**config.mk**
```make
export PLATFORM = sky130hd
export DESIGN_NAME = display_console
export DESIGN_NICKNAME = d
export VERILOG_FILES = /design/src/rtl/display_pkg.sv /design/src/rtl/display_fill.sv /design/src/rtl/display_console.sv
export SDC_FILE = /design/constraint.sdc
export NUM_CORES = 1
export LEC_CHECK = 0
export ABC_AREA = 1
export CAP_MARGIN = 20
export CORE_MARGIN = 4
export CORE_UTILIZATION = 38
export DETAILED_ROUTE_END_ITERATION = 8
export GPL_TIMING_DRIVEN = 0
export HOLD_SLACK_MARGIN = 0.06
export PLACE_DENSITY = 0.57
export SKIP_LAST_GASP = 1
export SLEW_MARGIN = 20
export SYNTH_ARGS = -nofsm -noshare
export SYNTH_HDL_FRONTEND = slang
export SYNTH_HIERARCHICAL = 1
export SYNTH_SLANG_ARGS = --single-unit
```
**constraint.sdc**
```tcl
create_clock -name clk -period 4.8 [get_ports clk]
set_input_delay 0.72 -clock clk [delete_from_list [all_inputs] [get_ports clk]]
set_output_delay 0.72 -clock clk [all_outputs]
set_load 0.01 [all_outputs]
```
**src/rtl/display_pkg.sv**
```systemverilog
// Shared constants and state encoding for the text-console VRAM write controller.
package display_pkg;

   localparam logic [7:0] CH_BS    = 8'h08;
   localparam logic [7:0] CH_LF    = 8'h0A;
   localparam logic [7:0] CH_FF    = 8'h0C;
   localparam logic [7:0] CH_CR    = 8'h0D;
   localparam logic [7:0] CH_SPACE = 8'h20;
   localparam logic [7:0] CH_DEL   = 8'h7F;

   typedef enum logic [1:0] {
      IDLE       = 2'd0,
      CLR_SCREEN = 2'd1,
      CLR_LINE   = 2'd2
   } console_state_t;

endpackage

```
**src/rtl/display_fill.sv**
```systemverilog
// Sequential address generator for screen and line clears: loads base/count on
// start, then emits one address per cycle until the count is exhausted.
module display_fill (
   input  logic        clk,
   input  logic        start,
   input  logic [11:0] base,
   input  logic [12:0] count,
   output logic [11:0] addr,
   output logic        we,
   output logic        done
);

   logic [11:0] ptr;
   logic [12:0] remaining;

   // start has priority so a restart (reset, FF) always begins from base
   always_ff @(posedge clk) begin
      if (start) begin
         ptr       <= base;
         remaining <= count;
      end else if (remaining != 13'd0) begin
         ptr       <= ptr + 12'd1;
         remaining <= remaining - 13'd1;
      end
   end

   assign addr = ptr;
   assign we   = (remaining != 13'd0);
   assign done = (remaining == 13'd1);

endmodule

```
**src/rtl/display_console.sv**
```systemverilog
// Terminal-style VRAM write controller: interprets a byte stream, tracks the
// cursor and row base, and sequences screen/line clears into the VRAM port.
//
// Handshake: a byte transfers on a rising clk edge where in_valid && in_ready.
// in_ready depends on the state alone; in_data/attr must be stable while in_valid.
module display_console
   import display_pkg::*;
#(
   parameter int COLS = 40,
   parameter int ROWS = 30
) (
   input  logic        clk,
   input  logic        reset,
   input  logic        in_valid,
   output logic        in_ready,
   input  logic [7:0]  in_data,
   input  logic [7:0]  attr,
   output logic [11:0] waddr,
   output logic [15:0] wdata,
   output logic        we,
   output logic [6:0]  cursor_x,
   output logic [4:0]  cursor_y,
   output logic        busy,
   output logic [1:0]  state_dbg
);

   if (COLS * ROWS > 4096) begin : g_size_check
      $error("display_console: COLS*ROWS must not exceed 4096");
   end

   localparam logic [12:0] SCREEN   = 13'(COLS * ROWS);
   localparam logic [12:0] COLS_CNT = 13'(COLS);
   localparam logic [11:0] COLS_W   = 12'(COLS);
   localparam logic [6:0]  X_LAST   = 7'(COLS - 1);
   localparam logic [4:0]  Y_LAST   = 5'(ROWS - 1);

   console_state_t state;
   logic [11:0]    rowbase;

   logic        accept;
   logic        is_print;
   logic        do_nl;
   logic        do_ff;
   logic [11:0] rowbase_nl;
   logic        fill_start;
   logic [11:0] fill_base;
   logic [12:0] fill_count;
   logic [11:0] fill_addr;
   logic        fill_we;
   logic        fill_done;

   assign in_ready  = (state == IDLE);
   assign busy      = (state != IDLE);
   assign state_dbg = state;

   // Newline decisions are made combinationally so the fill unit can be armed
   // on the same edge that accepts the byte.
   always_comb begin
      accept     = in_valid && in_ready;
      is_print   = accept && (in_data >= CH_SPACE) && (in_data < CH_DEL);
      do_nl      = accept && ((in_data == CH_LF) || (is_print && cursor_x == X_LAST));
      do_ff      = accept && (in_data == CH_FF);
      rowbase_nl = (cursor_y == Y_LAST) ? 12'd0 : rowbase + COLS_W;
      fill_start = reset || do_ff || do_nl;
      fill_base  = 12'd0;
      fill_count = SCREEN;
      if (!reset && do_nl) begin
         fill_base  = rowbase_nl;
         fill_count = COLS_CNT;
      end
   end

   display_fill u_fill (
      .clk   (clk),
      .start (fill_start),
      .base  (fill_base),
      .count (fill_count),
      .addr  (fill_addr),
      .we    (fill_we),
      .done  (fill_done)
   );

   always_ff @(posedge clk) begin
      if (reset) begin
         state    <= CLR_SCREEN;
         cursor_x <= 7'd0;
         cursor_y <= 5'd0;
         rowbase  <= 12'd0;
         we       <= 1'b0;
         waddr    <= 12'd0;
         wdata    <= 16'd0;
      end else begin
         case (state)
            IDLE: begin
               we <= 1'b0;
               if (is_print) begin
                  we       <= 1'b1;
                  waddr    <= rowbase + {5'd0, cursor_x};
                  wdata    <= {attr, in_data};
                  cursor_x <= (cursor_x == X_LAST) ? 7'd0 : cursor_x + 7'd1;
               end else if (accept) begin
                  case (in_data)
                     CH_LF: cursor_x <= 7'd0;
                     CH_CR: cursor_x <= 7'd0;
                     CH_BS: if (cursor_x != 7'd0) cursor_x <= cursor_x - 7'd1;
                     CH_FF: begin
                        cursor_x <= 7'd0;
                        cursor_y <= 5'd0;
                        rowbase  <= 12'd0;
                        state    <= CLR_SCREEN;
                     end
                     default: ;
                  endcase
               end
               if (do_nl) begin
                  cursor_y <= (cursor_y == Y_LAST) ? 5'd0 : cursor_y + 5'd1;
                  rowbase  <= rowbase_nl;
                  state    <= CLR_LINE;
               end
            end
            CLR_SCREEN, CLR_LINE: begin
               we    <= fill_we;
               waddr <= fill_addr;
               wdata <= {attr, CH_SPACE};
               if (fill_done) state <= IDLE;
            end
            default: begin
               we    <= 1'b0;
               state <= IDLE;
            end
         endcase
      end
   end

endmodule

```
=== After elaboration in Yosys (flattened, before gate mapping) ===
Cells that the tools add are included.

* Input port bits: 19
* Bits in registers: 80
* Output and inout bits: 45
* Word-level logic and storage cells: 94

* Muxes and demuxes: 33
* Magnitude comparators: 2
* $add $sub $neg: 7
* Reductions and logical operators: 27
* Equality and inequality tests: 16

{| class="wikitable"
|+ Operator list
! cell !! count
|-
| 2-to-1 mux 12 bit || 9
|-
| == test 8 x 4 -> 1 bit, second input constant || 4
|-
| one-hot mux 16 bit (2 select lines) || 1
|-
| 2-to-1 mux 7 bit || 4
|-
| 2-to-1 mux 13 bit || 2
|-
| 2-to-1 mux 5 bit || 5
|-
| one-hot mux 12 bit (2 select lines) || 1
|-
| 2-to-1 mux 16 bit || 1
|-
| one-hot mux 7 bit (2 select lines) || 1
|-
| == test 13 x 1 -> 1 bit, second input constant || 1
|-
| nonzero test 13 bit || 1
|-
| subtractor 13 x 1 -> 13 bit, second input constant || 1
|-
| adder 12 x 1 -> 12 bit, second input constant || 1
|-
| adder 12 x 6 -> 12 bit, second input constant || 1
|-
| adder 12 x 7 -> 12 bit || 1
|-
| AND reduction 4 bit || 3
|-
| nonzero test 2 bit || 6
|-
| 2-to-1 mux 11 bit || 1
|-
| 2-to-1 mux 2 bit || 5
|-
| >= comparator 8 x 6 -> 1 bit, second input constant || 1
|-
| less-than comparator 8 x 7 -> 1 bit, second input constant || 1
|-
| adder 7 x 1 -> 7 bit, second input constant || 1
|-
| == test 7 x 6 -> 1 bit, second input constant || 1
|-
| logical AND 1 bit || 7
|-
| 21 further kinds || 25
|}

=== Longest topological paths before layout ===
* Word-level depth: 10
* Gate-level depth with buffers: 17
* Depth with buffers taken out: 14

=== Cells and area by module ===
Netlist, hierarchy kept.

{| class="wikitable"
|+ By module, submodules not included
! module !! sequential area each (µm²) !! area each (µm²) !! instances !! cells an instance
|-
| display_console || 1101.1 || 3261.9 || 1 || 488
|-
| display_fill || 750.7 || 1602.8 || 1 || 212
|}

=== Worst setup path before layout ===
No wires, ideal clock.

* Kind: input port to flip-flop
* Start point: in in_data[3]
* End point: reg u_fill.ptr[0] (netlist: u_fill/addr[0]) (enable)
* Library setup time: 551 ps
* Buffers on the path: 3
* Path slack: 1597 ps
* Stages on the path: 14
* Data required time: 4249 ps
* Arrival time: 2652 ps
* Path through: nand2_1 -> nor2_1 -> nand2_1 -> nand3_1 -> nand2_2 -> nand2_4 -> nand2_2 -> inv_2 -> buf_6 -> nand2_1 -> buf_2 -> inv_2 -> buf_4 -> nand4_1

* Cells in the longest elaborated chain, start to end: 8
* Elaborated cells between the ends (all ways): 13
* Those cells by class: 2 x order compare; 2 x eq/ne; 9 x reduce/logical

{| class="wikitable"
|+ RTL lines
! element !! line !! RTL
|-
| start: declaration || display_console.sv:16 || <nowiki>input logic [7:0] in_data,</nowiki>
|-
| >= comparator 8 x 6 -> 1 bit || display_console.sv:60 || <nowiki>is_print = accept && (in_data >= CH_SPACE) && (in_data < CH_DEL);</nowiki>
|-
| logical AND 1 bit (2 in a row) || display_console.sv:60 ||
|-
| logical AND 1 bit || display_console.sv:61 || <nowiki>do_nl = accept && ((in_data == CH_LF) || (is_print && cursor_x == X_LAST));</nowiki>
|-
| logical OR 1 bit || display_console.sv:61 ||
|-
| logical AND 1 bit || display_console.sv:61 ||
|-
| logical OR 1 bit (*) || display_console.sv:64 || <nowiki>fill_start = reset || do_ff || do_nl;</nowiki>
|-
| named net fill_start || display_console.sv:45 || <nowiki>logic fill_start;</nowiki>
|-
| nonzero test 2 bit (no source line) (*) || n/a ||
|-
| end signal: assignment || display_fill.sv:19 || <nowiki>ptr <= base;</nowiki>
|-
| end signal: assignment || display_fill.sv:22 || <nowiki>ptr <= ptr + 12'd1;</nowiki>
|-
| end: declaration || display_fill.sv:13 || <nowiki>logic [11:0] ptr;</nowiki>
|}

The timed path passes the listed nets; every way through them passes the cells marked *.
A chain may end at the register's enable or synchronous reset.

=== Final worst setup path ===
* Start point: in in_data[6]
* End point: reg u_fill.ptr[10] (netlist: u_fill/addr[10]) (enable)

Same word-level chain as after synthesis.

==> results.json <==
{
  "outcome": "complete, no violations",
  "tightest_slew_ps": 657.5,
  "hold_viol": 0,
  "hold_path.class": "flip-flop to flip-flop",
  "grt_max_degree": 14,
  "ant_nets": 0,
  "synth_area_um2": 4865,
  "ctsLongestPathBuffers": 2,
  "fin_crit_ps": 3605,
  "yosys.area.top_type": "dfxtp_1",
  "setup_viol": 0,
  "path_clk_slew_ps": 60,
  "hold_slack_ps": 453.6,
  "clk-insertion-delay-late_ps": 350,
  "end_kind": "flip-flop",
  "num_rows": 41,
  "chipWidth_um": 121.1,
  "critPathRequiredTime_ps": 4860,
  "fin_worst_skew_ps": 6.342,
  "final_cell_count_no_fill": 959,
  "cts-hold-fix-buffers": 0,
  "viasPerCell": 4.976,
  "r2r-start": "cursor_x[1]",
  "drv_slew": 0,
  "dieArea_um2": 14680,
  "cts_sinks": 80,
  "fin_util": 0.4811,
  "dpl.cell_count": 943,
  "route.detailed.drc": 0,
  "avgSynthCellArea_um2": 6.950,
  "root_buffer": "clkbuf_16",
  "dp_hpwl_mm": 10.72,
  "ys.flop_type": "dfxtp_1",
  "grt_pass1_wl_mm": 23.07,
  "syn_to_final_growth_pct": 24.31,
  "r2r_slack_ps": 1470,
  "cts_buffers": 9,
  "ir_drop_mv": 0.1978,
  "maxCapViolations": 0,
  "crit_type": "input port to flip-flop",
  "final_nets": 821,
  "r2r-end": "u_fill/addr[10]",
  "post_cts_buffers": 0,
  "cts_resized": 0,
  "synth_top_area_frac": 0.2263,
  "yosys_warnings": 6,
  "total_power_uw": 1740,
  "wl_met2_mm": 6.389,
  "fin_tns_setup_ps": 0,
  "antenna_found_initial": 0,
  "h-tree-depth": 3,
  "cp-startpoint": "in_data[6]",
  "drt_pass1_iterations": 5,
  "synth_edf_count": 25,
  "initial_core_util": 0.3871,
  "wl_mm": 14.36,
  "syn_inst": 700,
  "ys_types": 41,
  "vias": 4772,
  "fp.coreArea_um2": 12570,
  "yosysSeqAreaShare": 0.3807,
  "rsz0062_at_grt": "no",
  "ys_ff_latch": 80,
  "drt_iter0_markers": 323,
  "start_kind": "input port",
  "grt_pass1_vias": 4594,
  "cp.arrival_ps": 3660,
  "ys_async_sr_fraction": 0,
  "synth.most_common_cell": "nand2_1",
  "portBuffers": 62,
  "rr_worst_depth": 18,
  "slew_headroom": 0.5617,
  "worst-path-max-fanout": 12,
  "ys_top_cells_by_area": "dfxtp_1 (23%), edfxtp_1 (15%), nand2_1 (13%)",
  "critPathCapture": "u_fill/addr[10]",
  "fmax_ghz": 0.2774,
  "fin_crit_sh": 0.7510,
  "gp_congestion": 0.8675,
  "wire_per_inst_um": 14.97,
  "die_h_um": 121.1,
  "dr_wl_met3_um": 753,
  "drive_above_1_share": 0.06989,
  "cts_tree": "yes",
  "ios": 64,
  "power_per_cell_area_nw_per_um2": 287.8,
  "top_layer_used": "met4",
  "num_antenna_cells": 0,
  "synth_common_cells": "nand2_1 (170), nor2_1 (96), inv_1 (68), nand3_1 (67), dfxtp_1 (55)",
  "grt_use_total": 0.2009,
  "power_leakage_uw": 0.002598,
  "wirelength_met1_mm": 6.843,
  "grt.overflow.total": 0
}
==> per-stage QoR <==
stage | instance area (um^2) | setup slack, ps
3_5_place_dp | 5753 | 858.4
4_1_cts | 6047 | 1219
5_1_grt | 6047 | 919.7
3_3_place_gp | 5727 | -33.47
2_1_floorplan | 4891 | 1597
6_report | 6047 | 1195
==> worst min path at each step <==
stage | cells after the start | from | to
4_1_cts | 2 | wdata[7] | wdata[7]
3_3_place_gp | 2 | wdata[7] | wdata[7]
6_report | 2 | wdata[7] | wdata[7]
3_5_place_dp | 2 | wdata[7] | wdata[7]
2_1_floorplan | 2 | rowbase[0] | rowbase[0]
5_1_grt | 2 | wdata[0] | wdata[0]
==> metal layers <==
metal | vias to the layer above | track usage
met5 | - | 0
met2 | 111 | 0.3164
li1 | 2447 | -
met1 | 2193 | 0.2673
met3 | 21 | 0.04149
met4 | 0 | 0.08613
==> cell families after synthesis <==
family	synth area share
adder cells (fa/ha/maj)	0.05298
AO/OA/AOI/OAI	0.1247
buffers and inverters	0.08256
other	0.001544
AND/OR/NAND/NOR	0.3287
flip-flops	0.3807
XOR/XNOR	0.02881
==> sequential cells by signal (all words and copies together), names as in the netlist <==
signal / count
cursor_y: 5
waddr: 12
cursor_x: 7
we: 1
rowbase: 12
state_dbg: 2
u_fill/remaining: 13
wdata: 16
u_fill/addr: 12
==> critical path, cell delays in order <==
cell and delay [ps]:
clkdlybuf4s50_1 460, nor2_1 140, nand2_1 100, nor4_1 380, nand2_1 140, nand2_2 180, inv_2 80, buf_6 150
nand2_1 60, buf_2 230, inv_2 120, buf_4 200, nand4_1 280, buf_6 220, buf_8 170
==> area by class of cell <==
cell class | instances | area [um^2]
clock inverters | 4 | 26.28
inverters | 74 | 277.8
clock buffers | 12 | 267.8
flip-flops and latches | 80 | 1852
multi-input cells | 530 | 2638
well taps | 172 | 215.2
plain buffers | 23 | 123.9
repair buffers | 64 | 646.9
fillers | 1290 | 6521
==> power by group <==
group,internal (uW),switching [uW]
sequential,742,30.7
combinational,119,167
clock,395,286
==> cells in the final DEF, fill, tap and decap left out, types with 4 or more instances in the layout <==
cell               n
nand3_1           67
nor2_2             6
inv_1             68
o21ai_2            4
a21oi_1           34
o21ai_1            7
buf_4              4
clkbuf_16         10
dfxtp_1           55
nand2_2            6
o21ai_0           49
xor2_1            13
nand3b_1           4
inv_2              4
a31oi_1            9
edfxtp_1          25
nor2_1            96
nand2_1          170
clkdlybuf4s50_1   62
clkbuf_1          11
ha_1              19
buf_2              6
nor3_1             7
nand4_1            6
conb_1             9
Note: power is estimated with default switching activity, not from simulation.
==> variant (same settings) <==
Reset style: asynchronous (`reset`), changed in one clocked block.
--- a/src/rtl/display_console.sv
+++ b/src/rtl/display_console.sv
@@ -80,7 +80,7 @@
       .done  (fill_done)
    );
 
-   always_ff @(posedge clk) begin
+   always_ff @(posedge clk or posedge reset) begin
       if (reset) begin
          state    <= CLR_SCREEN;
          cursor_x <= 7'd0;
Check against the original RTL: differs if reset is asserted again (counterexample within 4 cycles, from zero or initial values and one cycle with reset high); with reset held inactive, the same outputs for 10 cycles.
==> variant against the original RTL <==
- critical path depth is 4 lower
- first-iteration DRC count is 24% lower
- worst setup slack better by 190 ps
- design area is 5.0% higher
- synthesized area is 5.5% higher
- via count is 2.7% lower
- worst hold slack better by 18 ps
- non-clock buffer count is 5 lower
- routed wire length is 6.0% lower
- sequential cell count stayed put
- clock skew is 2.5 ps higher
Power is not compared: it rests on default switching activity, and its combinational part moved more than twofold at a synthesized area within 25%.
==> variant: results (changes against the original RTL) <==
placed_design:
  dp_cells: 926  # -1.8%
  place_hpwl_um: 10400  # -3.4%
  place.gp.congestion: 0.851  # -2.0%
  place_area_um2: 6050  # +5.1%
  dp_slack_ps: 993  # +135 ps
sta:
  clock_skew_ps: 8.80  # +2.46 ps
  finalWorstSetupSlack_ps: 1390  # +193 ps
  hold_slack_ps: 472  # +18.3 ps
  slew_headroom_pct: 49.1  # -7.1 points
setup_path:
  max_stage_delay_ps: 480  # +20 ps
  r2r_slack_ps: 1660  # +190 ps
  timing.rr.end: "u_fill/addr[2]"
  r2r_cells: 13  # -5
  critPathTopFamily: "simple AND/OR/NAND/NOR gates"
  reg2reg_from: "state_dbg[0]"
  cp_max_fo: 10  # -2
  cp.arrival_ps: 3460  # -200 ps
routing:
  met1_length_um: 6610  # -3.4%
  dr_wl_met3_um: 507  # -33%
  viasPerCell: 4.93  # -0.93%
  vias: 4644  # -2.7%
  wl_um: 13500  # -6.0%
run_status:
  outcome: "finished clean"
global_routing:
  use_met1_pct: 24.5  # -2.2 points
  grt_usage_pct: 17.8  # -2.2 points
  gr-usage-met3_pct: 3.18  # -0.97 points
  grt_max_degree: 41  # +27
  grt_pass1_vias: 4481  # -2.5%
  met2_usage_pct: 28.2  # -3.4 points
  grt_pass1_wl_um: 22500  # -2.5%
synthesis:
  yosys_most_used_dff: "dfrtp_1"
  ys_seq_area_share_pct: 41.5  # +3.4 points
  synth.area.top_cells: "dfrtp_1 26%, edfxtp_1 15%, nand2_1 15%, inv_1 5.6%, nand3_1 5.6%"
  synth_common_cells: "200 x nand2_1, 77 x inv_1, 65 x nor2_1"
  syn_area_per_cell_um2: 7.57  # +8.9%
layout:
  fin_nets: 800  # -2.6%
  layout-drive-gt1-share_pct: 10.4  # +3.5 points
hold_path:
  holdPathEnd: "wdata[15]"
  hold_class: "register to register"
clocking:
  post-cts-setup-buffers: 0  # unchanged
[variant: changes by cell type in the layout (fill, tap and decap cells not counted), sizes merged, moves of 3 or more]
cell and change:
o21ai -7, a21oi -8, nand2 +32, clkbuf -3, nor2 -23, dfrtp +54
inv +9, dfxtp -55, nand3 -3, nand3b -3, xor2 -4
[variant: final cells by class]
cell class,count,area (um2)
buffer,17,101
inverter,82,310
clock inverter,2,10.0
sequential,80,2130
clock buffer,14,294
tap,176,220
timing repair buffer,65,667
multi-input combinational,506,2620
fill,1324,6890
[variant: kinds of logic after synthesis]
kind of cell	synth area share [%]
simple gates	33.6
xor+xnor	1.88
flops	41.5
buf+inv	7.97
other cells	0.146
compound gates	9.95
fa+ha+maj	5.02
[variant: worst min-delay path, stage by stage, from the launching register on]
cell and delay, ps:
dfrtp_1 340, nand2_1 50, nand2_1 50
[variant: through the flow]
step	setup TNS [ps]	total power, mW
after floorplan	0	1.80
after global placement	-19750	2.35
after detailed placement	0	2.37
after CTS	0	3.07
after global routing	0	3.27
final	0	3.04
